==> src/rtl/ysyx_idu_queue_pkg.sv <==
// Shared types for the IDU instruction queue: stored entry layout and pointer width.
`ifndef YSYX_XLEN
`define YSYX_XLEN 32
`endif

package ysyx_idu_queue_pkg;

  localparam int unsigned IDU_QDEPTH = 8;
  localparam int unsigned IDU_QPTR_W = $clog2(IDU_QDEPTH);

  typedef struct packed {
    logic [31:0]            inst;
    logic [`YSYX_XLEN-1:0]  pc;
    logic [`YSYX_XLEN-1:0]  pnpc;
    logic                   trap;
    logic [`YSYX_XLEN-1:0]  cause;
  } idu_qentry_t;

endpackage

==> src/rtl/ysyx_idu_decoder_c.sv <==
// RV32C expander: maps a 16-bit compressed instruction to its 32-bit equivalent.
// Reserved or unsupported encodings expand to all-zero, which decodes as illegal downstream.
module ysyx_idu_decoder_c (
  input  logic [15:0] rvc,
  output logic [31:0] inst
);

  logic [4:0] rd, rs2, p42, p97;

  always_comb begin
    rd   = rvc[11:7];
    rs2  = rvc[6:2];
    p42  = {2'b01, rvc[4:2]};
    p97  = {2'b01, rvc[9:7]};
    inst = '0;
    case ({rvc[15:13], rvc[1:0]})
      5'b000_00: if (rvc[12:5] != 8'd0)
                   inst = {2'b00, rvc[10:7], rvc[12:11], rvc[5], rvc[6], 2'b00, 5'd2, 3'b000, p42, 7'b0010011};
      5'b010_00: inst = {5'b0, rvc[5], rvc[12:10], rvc[6], 2'b00, p97, 3'b010, p42, 7'b0000011};
      5'b110_00: inst = {5'b0, rvc[5], rvc[12], p42, p97, 3'b010, rvc[11:10], rvc[6], 2'b00, 7'b0100011};
      5'b000_01: inst = {{7{rvc[12]}}, rvc[6:2], rd, 3'b000, rd, 7'b0010011};
      5'b001_01,
      5'b101_01: inst = {rvc[12], rvc[8], rvc[10:9], rvc[6], rvc[7], rvc[2], rvc[11], rvc[5:3],
                         rvc[12], {8{rvc[12]}}, 4'b0000, ~rvc[15], 7'b1101111};
      5'b010_01: inst = {{7{rvc[12]}}, rvc[6:2], 5'd0, 3'b000, rd, 7'b0010011};
      5'b011_01: begin
        if ({rvc[12], rvc[6:2]} == 6'd0)
          inst = '0;
        else if (rd == 5'd2)
          inst = {{3{rvc[12]}}, rvc[4:3], rvc[5], rvc[2], rvc[6], 4'b0000, 5'd2, 3'b000, 5'd2, 7'b0010011};
        else
          inst = {{15{rvc[12]}}, rvc[6:2], rd, 7'b0110111};
      end
      5'b100_01: begin
        case (rvc[11:10])
          2'b00: inst = {6'b000000, rvc[12], rvc[6:2], p97, 3'b101, p97, 7'b0010011};
          2'b01: inst = {6'b010000, rvc[12], rvc[6:2], p97, 3'b101, p97, 7'b0010011};
          2'b10: inst = {{7{rvc[12]}}, rvc[6:2], p97, 3'b111, p97, 7'b0010011};
          default: begin
            if (!rvc[12]) begin
              case (rvc[6:5])
                2'b00:   inst = {7'b0100000, p42, p97, 3'b000, p97, 7'b0110011};
                2'b01:   inst = {7'b0000000, p42, p97, 3'b100, p97, 7'b0110011};
                2'b10:   inst = {7'b0000000, p42, p97, 3'b110, p97, 7'b0110011};
                default: inst = {7'b0000000, p42, p97, 3'b111, p97, 7'b0110011};
              endcase
            end
          end
        endcase
      end
      5'b110_01,
      5'b111_01: inst = {{4{rvc[12]}}, rvc[6:5], rvc[2], 5'd0, p97, 2'b00, rvc[13],
                         rvc[11:10], rvc[4:3], rvc[12], 7'b1100011};
      5'b000_10: inst = {6'b000000, rvc[12], rvc[6:2], rd, 3'b001, rd, 7'b0010011};
      5'b010_10: inst = {4'b0, rvc[3:2], rvc[12], rvc[6:4], 2'b00, 5'd2, 3'b010, rd, 7'b0000011};
      5'b100_10: begin
        if (!rvc[12])
          inst = (rs2 == 5'd0) ? {12'b0, rd, 3'b000, 5'd0, 7'b1100111}
                               : {7'b0, rs2, 5'd0, 3'b000, rd, 7'b0110011};
        else if (rs2 == 5'd0)
          inst = (rd == 5'd0) ? 32'h0010_0073 : {12'b0, rd, 3'b000, 5'd1, 7'b1100111};
        else
          inst = {7'b0, rs2, rd, 3'b000, rd, 7'b0110011};
      end
      5'b110_10: inst = {4'b0, rvc[8:7], rvc[12], rs2, 5'd2, 3'b010, rvc[11:9], 2'b00, 7'b0100011};
      default:   inst = '0;
    endcase
  end

endmodule

==> src/rtl/ysyx_idu_queue_ram.sv <==
// Entry storage for the IDU queue: W write ports, W asynchronous read ports.
module ysyx_idu_queue_ram
  import ysyx_idu_queue_pkg::*;
#(
  parameter int unsigned W     = 2,
  parameter int unsigned DEPTH = IDU_QDEPTH,
  parameter int unsigned PTR_W = IDU_QPTR_W
) (
  input  logic                         clock,
  input  logic [W-1:0]                 wr_en,
  input  logic [W-1:0][PTR_W-1:0]      wr_addr,
  input  idu_qentry_t [W-1:0]          wr_data,
  input  logic [W-1:0][PTR_W-1:0]      rd_addr,
  output idu_qentry_t [W-1:0]          rd_data
);

  idu_qentry_t mem [DEPTH];

  // Write addresses within one cycle are always distinct, so port order is irrelevant.
  always_ff @(posedge clock) begin
    for (int unsigned i = 0; i < W; i++) begin
      if (wr_en[i]) mem[wr_addr[i]] <= wr_data[i];
    end
  end

  always_comb begin
    for (int unsigned i = 0; i < W; i++) rd_data[i] = mem[rd_addr[i]];
  end

endmodule

==> src/rtl/ysyx_idu_queue.sv <==
// W-wide fetch-to-decode instruction queue with per-lane RVC expansion.
// Optional same-cycle bypass when empty: define YSYX_IDU_QUEUE_BYPASS_EN.
`ifndef YSYX_XLEN
`define YSYX_XLEN 32
`endif

module ysyx_idu_queue
  import ysyx_idu_queue_pkg::*;
#(
  parameter int unsigned W     = 2,
  parameter int unsigned DEPTH = 8,
  parameter int unsigned XLEN  = `YSYX_XLEN
) (
  input  logic                     clock,
  input  logic                     reset,
  input  logic                     flush_pipe,
  input  logic [W-1:0]             in_valid,
  output logic                     in_ready,
  input  logic [W*32-1:0]          in_inst,
  input  logic [W*XLEN-1:0]        in_pc,
  input  logic [W*XLEN-1:0]        in_pnpc,
  input  logic [W-1:0]             in_trap,
  input  logic [W*XLEN-1:0]        in_cause,
  output logic [W-1:0]             out_valid,
  output logic [W*32-1:0]          out_inst,
  output logic [W*32-1:0]          out_raw,
  output logic [W-1:0]             out_is_c,
  output logic [W*XLEN-1:0]        out_pc,
  output logic [W*XLEN-1:0]        out_pnpc,
  output logic [W-1:0]             out_trap,
  output logic [W*XLEN-1:0]        out_cause,
  output logic [W*XLEN-1:0]        out_tval,
  input  logic [$clog2(W+1)-1:0]   deq_cnt
);

  localparam int unsigned PTR_W = $clog2(DEPTH);
  localparam int unsigned CNT_W = $clog2(DEPTH + 1);
  localparam int unsigned DQ_W  = $clog2(W + 1);

  function automatic logic [DQ_W-1:0] popcount(input logic [W-1:0] v);
    popcount = '0;
    for (int unsigned i = 0; i < W; i++) popcount = popcount + DQ_W'(v[i]);
  endfunction

  logic [PTR_W-1:0]           head, tail;
  logic [CNT_W-1:0]           count;
  logic [DQ_W-1:0]            enq_n, skip;
  logic [W-1:0]               wr_en, lane_valid;
  logic [W-1:0][PTR_W-1:0]    wr_addr, rd_addr;
  idu_qentry_t [W-1:0]        in_entry, rd_entry, lane_entry;
  logic [31:0]                exp_inst [W];

`ifdef YSYX_IDU_QUEUE_BYPASS_EN
  logic bypass;
  assign bypass = (count == '0) && !flush_pipe;
`endif

  assign in_ready = count <= CNT_W'(DEPTH - W);

  // With bypass, lanes consumed directly from the input are never written; the rest
  // are packed down to tail so storage stays contiguous.
  always_comb begin
    enq_n = in_ready ? popcount(in_valid) : '0;
    skip  = '0;
`ifdef YSYX_IDU_QUEUE_BYPASS_EN
    if (bypass) skip = deq_cnt;
`endif
    for (int unsigned i = 0; i < W; i++) begin
      in_entry[i] = '{inst:  in_inst[i*32 +: 32],
                      pc:    in_pc[i*XLEN +: XLEN],
                      pnpc:  in_pnpc[i*XLEN +: XLEN],
                      trap:  in_trap[i],
                      cause: in_cause[i*XLEN +: XLEN]};
      wr_en[i]   = !flush_pipe && (DQ_W'(i) < enq_n) && (DQ_W'(i) >= skip);
      wr_addr[i] = tail + PTR_W'(i) - PTR_W'(skip);
      rd_addr[i] = head + PTR_W'(i);
    end
  end

  always_ff @(posedge clock or negedge reset) begin
    if (!reset) begin
      head  <= '0;
      tail  <= '0;
      count <= '0;
    end else if (flush_pipe) begin
      head  <= '0;
      tail  <= '0;
      count <= '0;
    end else begin
      tail  <= tail + PTR_W'(enq_n) - PTR_W'(skip);
      head  <= head + PTR_W'(deq_cnt) - PTR_W'(skip);
      count <= count + CNT_W'(enq_n) - CNT_W'(deq_cnt);
    end
  end

  ysyx_idu_queue_ram #(
    .W     (W),
    .DEPTH (DEPTH),
    .PTR_W (PTR_W)
  ) u_ram (
    .clock   (clock),
    .wr_en   (wr_en),
    .wr_addr (wr_addr),
    .wr_data (in_entry),
    .rd_addr (rd_addr),
    .rd_data (rd_entry)
  );

  for (genvar g = 0; g < W; g++) begin : g_rvc
    ysyx_idu_decoder_c u_dec (
      .rvc  (lane_entry[g].inst[15:0]),
      .inst (exp_inst[g])
    );
  end

  always_comb begin
    lane_entry = rd_entry;
    for (int unsigned i = 0; i < W; i++) lane_valid[i] = CNT_W'(i) < count;
`ifdef YSYX_IDU_QUEUE_BYPASS_EN
    if (bypass) begin
      lane_valid = in_valid & {W{in_ready}};
      lane_entry = in_entry;
    end
`endif
    out_valid = lane_valid;
    for (int unsigned i = 0; i < W; i++) begin
      out_is_c[i]              = lane_entry[i].inst[1:0] != 2'b11;
      out_raw[i*32 +: 32]      = lane_entry[i].inst;
      out_inst[i*32 +: 32]     = out_is_c[i] ? exp_inst[i] : lane_entry[i].inst;
      out_pc[i*XLEN +: XLEN]   = lane_entry[i].pc;
      out_pnpc[i*XLEN +: XLEN] = lane_entry[i].pnpc;
      out_trap[i]              = lane_entry[i].trap;
      out_cause[i*XLEN +: XLEN] = lane_entry[i].trap ? lane_entry[i].cause : '0;
      out_tval[i*XLEN +: XLEN]  = lane_entry[i].trap ? lane_entry[i].pc : '0;
    end
  end

  deq_within_visible: assert property (@(posedge clock) disable iff (!reset)
    deq_cnt <= popcount(out_valid));

endmodule
==> config.mk <==
export PLATFORM = sky130hd
export DESIGN_NAME = ysyx_idu_queue
export DESIGN_NICKNAME = d
export VERILOG_FILES = /design/src/rtl/ysyx_idu_queue_pkg.sv /design/src/rtl/ysyx_idu_decoder_c.sv /design/src/rtl/ysyx_idu_queue_ram.sv /design/src/rtl/ysyx_idu_queue.sv
export SDC_FILE = /design/constraint.sdc
export NUM_CORES = 2
export LEC_CHECK = 0
export BUFFER_PORTS_ARGS = -buffer_cell sky130_fd_sc_hd__buf_2
export CAP_MARGIN = 0
export CELL_PAD_IN_SITES_DETAIL_PLACEMENT = 0
export CELL_PAD_IN_SITES_GLOBAL_PLACEMENT = 1
export CORE_MARGIN = 3
export CORE_UTILIZATION = 51
export DETAILED_ROUTE_END_ITERATION = 16
export PLACE_DENSITY = 0.94
export SYNTH_ARGS = -nofsm -noshare
export SYNTH_HDL_FRONTEND = slang
export SYNTH_SLANG_ARGS = --single-unit
==> constraint.sdc <==
create_clock -name clock -period 14.5 [get_ports clock]
set_input_delay 2.9 -clock clock [delete_from_list [all_inputs] [get_ports clock]]
set_output_delay 2.9 -clock clock [all_outputs]
set_load 0.05 [all_outputs]
After elaboration in Yosys (flattened, before gate mapping)
Memory sizes are Yosys's and may differ from the RTL's. Index checks and enable logic that the tools add are counted.

Register bits: 10. Latch bits: 0. RAM bits: 1032. Memory bits (read-only): 0. Input bits: 265. Output and inout port bits: 391. Word-level logic and storage cells: 115. Memories: 1.

$add $sub $neg: 7. Multipliers: 0. Divide/modulo/power cells: 0. Magnitude comparators: 5. Eq/ne operators: 40. Shift operators: 0. Muxes and demuxes: 36. Bitwise logic cells: 2. Reductions and logical operators: 21.

Memories: u_ram.mem (words 8, width 129, read ports 2, clocked after memory_dff 0, write ports 2, RTL line ysyx_idu_queue_ram.sv:17) `idu_qentry_t mem [DEPTH];`.

Operators by type and width (count): $pmux 32 s13 (2); $mux 32 (12); $pmux 32 s3 (2); $pmux 31 s3 (2); $eq 5x5->1 const B (14); $mux 31 (2); $mux 30 (2); $mux 29 (2); $mux 25 (2); $mux 21 (2); $eq 5x4->1 const B (8); $logic_not 5->1 (6); $eq 5x2->1 const B (4); $reduce_bool 8->1 (2); $logic_not 6->1 (2); $eq 5x1->1 const B (2); $eq 5x3->1 const B (2); $eq 2x1->1 const B (4); $eq 2x2->1 const B (4); $logic_not 2->1 (4); $lt 1x4->1 const A (2); $reduce_or 2->1 (4); $add 3x1->3 const B (2); $add 3x2->3 (2); 13 further kinds (21).

Longest topological paths before layout
An unclocked memory read counts as a cell.

Word-level depth: 8. Mapped depth: 13. Mapped depth without buffers: 11.

Cells and area by module
A second synthesis with hierarchy kept.

Cell total of the unflattened synthesis: 3883. Area, all modules: 65228.8 um^2.

Modules (own cells, without submodules): ysyx_idu_queue_ram (times used 1, cells each 3118, area each 59803.6 um^2, sequential area each 30989.7 um^2); ysyx_idu_decoder_c (times used 2, cells each 242, area each 1432.6 um^2, sequential area each 0.0 um^2); ysyx_idu_queue (times used 1, cells each 281, area each 2560.0 um^2, sequential area each 250.2 um^2).

Worst setup path before layout
No wires, ideal clock.

Kind: in2reg. Start: input in_valid[0]. End: memory u_ram.mem[1][0] in the netlist's numbering, enable pin. Arrival: 12945 ps. Setup slack: 748 ps. Cell stages on the path: 5. Path buffers: 0. Path through: ha_1 -> nand2_1 -> nand2_1 -> nand3b_1 -> o31ai_1.

RTL lines: from (decl) (RTL line ysyx_idu_queue.sv:17) `input logic [W-1:0] in_valid,`; to (decl) (RTL line ysyx_idu_queue_ram.sv:17).

Worst setup path after layout
Start: register head[1]. End: output out_inst[33].

Longest elaborated chain between the ends: 7.

Ends and longest elaborated chain: from (decl) (RTL line ysyx_idu_queue.sv:45) `logic [PTR_W-1:0] head, tail;`; from (signal assigned) (RTL line ysyx_idu_queue.sv:91) `head <= head + PTR_W'(deq_cnt) - PTR_W'(skip);`; $add 3x1->3 * (RTL line ysyx_idu_queue.sv:76) `rd_addr[i] = head + PTR_W'(i);`; $mem_v2 8x129 *; $logic_not 5->1 (RTL line ysyx_idu_decoder_c.sv:60) `else if (rs2 == 5'd0)`; $mux 32 (RTL line ysyx_idu_decoder_c.sv:60); $mux 32 (RTL line ysyx_idu_decoder_c.sv:57) `if (!rvc[12])`; $pmux 32 s13 (RTL line ysyx_idu_decoder_c.sv:16) `case ({rvc[15:13], rvc[1:0]})`; $mux 32 * (RTL line ysyx_idu_queue.sv:129) `out_inst[i*32 +: 32] = out_is_c[i] ? exp_inst[i] : lane_entry[i].inst;`; to (decl) (RTL line ysyx_idu_queue.sv:25) `output logic [W*32-1:0] out_inst,`.

Every way passes the cells marked *; elsewhere a longest branch is shown, timed or not.

==> impl_metrics.yaml <==
pwr:
  leakagePower_nw: 24.54
  total_power_mw: 11.67
  pwr_density_cell_nw_per_um2: 163.6
  ir_worst_vdd_v: 0.0001845
global_route:
  grt_pass1_vias: 43483
  grt.busiest_layer: "met2"
  grt_pass1_wl_um: 290700
  grtUsageMet1_pct: 37.75
  track_usage_pct: 30.87
  gr-total-overflow: 0
  met3_usage_pct: 7.444
  antenna_found_initial: 65
  grt_start_max_net_pins: 119
  grt_use_met2_pct: 51.19
finish:
  final_cells: 6401
  final_common_cell: "mux2_2"
  fillers: 9327
  nets: 4905
  drive_gt1_share_pct: 54.97
  area_growth_pct: 13.47
  final_core_util_pct: 58.47
  final_cell_mix: "mux2_2 (1,120), edfxtp_1 (1,032), buf_2 (655)"
outcome:
  outcome: "complete, no violations"
clock_network:
  worstSkewPairLatency_ps: 710
  clk_pin_slew_ps: 60
  clk_path_buf_depth: 3
  hold_buffers: 0
  cts_num_sinks: 1042
  cts_buffers: 110
  root_buffer: "clkbuf_16"
  cts_resized: 0
  htreeDepth: 3
  cts_tree: "built"
  post-cts-setup-buffers: 0
worst_hold_path:
  min_path_type: "reg2reg"
  whs_path_depth: 2
critical_path:
  path_class: "reg2out"
  path_buf_inv: 2
  crit_path_start_kind: "flip-flop"
  cp.depth: 10
  critPathMaxStageDelay_ps: 810
  crit_chain: "ha_4 > xor2_4 > buf_4 > mux2_2 > nor3_2 > nor2b_1 > a21oi_4 > nor3b_1 > o21ai_0 > buf_2"
  critPathRequiredTime_ps: 11600
  critPathSlowestCell: "dfrtp_4"
  rr_worst_depth: 8
  cp_top_family: "simple AND/OR/NAND/NOR gates"
  arrival_ps: 6380
  cp_max_fo: 53
  crit_path_end_kind: "primary output"
place:
  post-dp-hpwl_um: 124100
  place_congestion: 0.9811
  io_buffers: 655
  dp_cells: 6138
timing:
  finalMaxSlewViolations: 0
  hold_viol_final: 0
  rsz0062_at_grt: "false"
  hold-worst-slack_ps: 682.9
  worst_pin_slew_ps: 1125
  fin_tns_setup_ps: 0
  setup_violations: 0
  max-slew-margin-rel_pct: 22.85
  min_period_ps: 9283
  timing.fmax_mhz: 107.7
  clock_skew_ps: 35.19
  period_share_pct: 64.02
logic_synthesis:
  synth_mux_area_share_pct: 39.88
  ys_async_sr_fraction_pct: 0.9597
  syn_area_per_cell_um2: 15.38
  yosysSeqAreaShare_pct: 49.68
  synth_nets: 4368
  ys_types: 76
  yosys.area_share.simple_pct: 4.429
  synth_compound_area_share_pct: 2.899
  netlist_area_um2: 62880
  ys_ff_latch: 1042
  synth_flop_cell: "edfxtp_1"
  synth_top_family_by_area: "multiplexers"
  synthAdderAreaFrac_pct: 0.3462
  synth_cells: 4088
  ys_warn_count: 0
  synth_edf_count: 1032
  synth-xor-area-share_pct: 0.1353
floorplanning:
  std_cell_rows: 128
  core_area_um2: 122000
  die_width_um: 357.1
  initial_core_util_pct: 51.52
  die_h_um: 357.1
  ios: 656
  die_area_um2: 127500
routing:
  ant_nets: 0
  vias: 42882
  wl_um: 201200
  wl_per_cell_um: 31.43
  drt-vias-per-instance: 6.699
  drcViolationCount: 0
  first_iter_violations: 4672
  drtPass1Iterations: 8
flow_run:
  drv_cap: 0
==> worst min-delay path, delay by kind of cell (launching register included) <==
kind	cells	cell delay, ps
and+or+nand+nor	1	120
DFF	1	380
adders and majority gates	1	150
==> state kept, by name, indices dropped and copies added, names as in the netlist <==
name	flops
count	4
head	3
tail	3
u_ram.mem	1032
==> metrics by stage <==
stage	setup WS [ps]	area, um^2
2_1_floorplan	747.7	62880
3_3_place_gp	5902	67670
3_5_place_dp	6071	67670
4_1_cts	5284	71210
5_1_grt	5075	71280
6_report	5217	71350
==> report_power, final <==
group | internal [mW] | switching [mW]
Combinational | 1.49 | 3.64
Clock | 1.58 | 1.21
Sequential | 3.62 | 0.132
==> layout make-up <==
type | count | area (um^2) | share of cell area [%]
clock inverters | 79 | 680.7 | 0.9540
clock buffers | 129 | 2865 | 4.016
flip-flops and latches | 1042 | 31250 | 43.80
multi-input cells | 2676 | 30190 | 42.32
diodes | 55 | 137.6 | 0.1929
well taps | 1625 | 2033 | 2.850
repair buffers | 744 | 3996 | 5.601
inverters | 51 | 191.4 | 0.2683
==> cell usage after synthesis, drive strengths merged, types with 4 or more instances <==
library cell  number  share of area [%]
mux4             511                 18
nor2             117               0.71
xnor2              5              0.082
ha                11               0.22
o221ai            11               0.15
and2              35               0.35
o2111ai            5              0.070
o21bai             4              0.048
o31ai              7              0.084
clkbuf           133               0.79
dfrtp             10               0.40
o21ai             38               0.30
a211oi             9               0.12
or3                4              0.040
nor4              10               0.14
nand4              5              0.060
o32a               5              0.080
edfxtp          1032                 49
nor3              32               0.28
a2bb2oi            6              0.084
a22oi              9               0.11
o211ai            18               0.21
o32ai              7              0.098
nand3             24               0.19
nor2b              6              0.060
inv               49               0.29
fa                 4               0.13
a221o              4              0.064
mux2i             87                1.4
a21oi            120               0.97
a221oi             6              0.084
or2                4              0.040
nand2b            11               0.11
a31oi              5              0.050
nand3b             4              0.048
mux2            1126                 20
and3               4              0.040
nand2            386                2.3
buf              186                1.5
o22ai              7              0.070
==> per-layer routing <==
metal  vias up  part of all wire (%)
li1      17676                     -
met1     21883                    35
met2      2718                    49
met3       577                    11
met4        28                   5.0
met5         -                 0.084
==> worst paths after layout <==
check | from | end | slack, ps
worst max-delay path | head[1] | out_inst[33] | 5220
worst min-delay path | count[0] | count[0] | 680
worst max register to register | count[2] | u_ram.mem[2][67] | 9250
worst min register to register | count[0] | count[0] | 680
max in group asynchronous | reset | head[2] | 12150
min in group asynchronous | reset | count[1] | 2070
==> cells by family (layout without fill, tap and decap cells) <==
group,after synthesis,count (layout)
muxes,1724,1724
DFF,1042,1042
and+or+nand+nor,647,647
buffers and inverters,370,1003
AOI/OAI and AO/OA,282,282
adders and majority gates,15,15
xor gates and xnor gates,8,8
other,0,55
No activity file was read; power rests on OpenSTA's default activity.
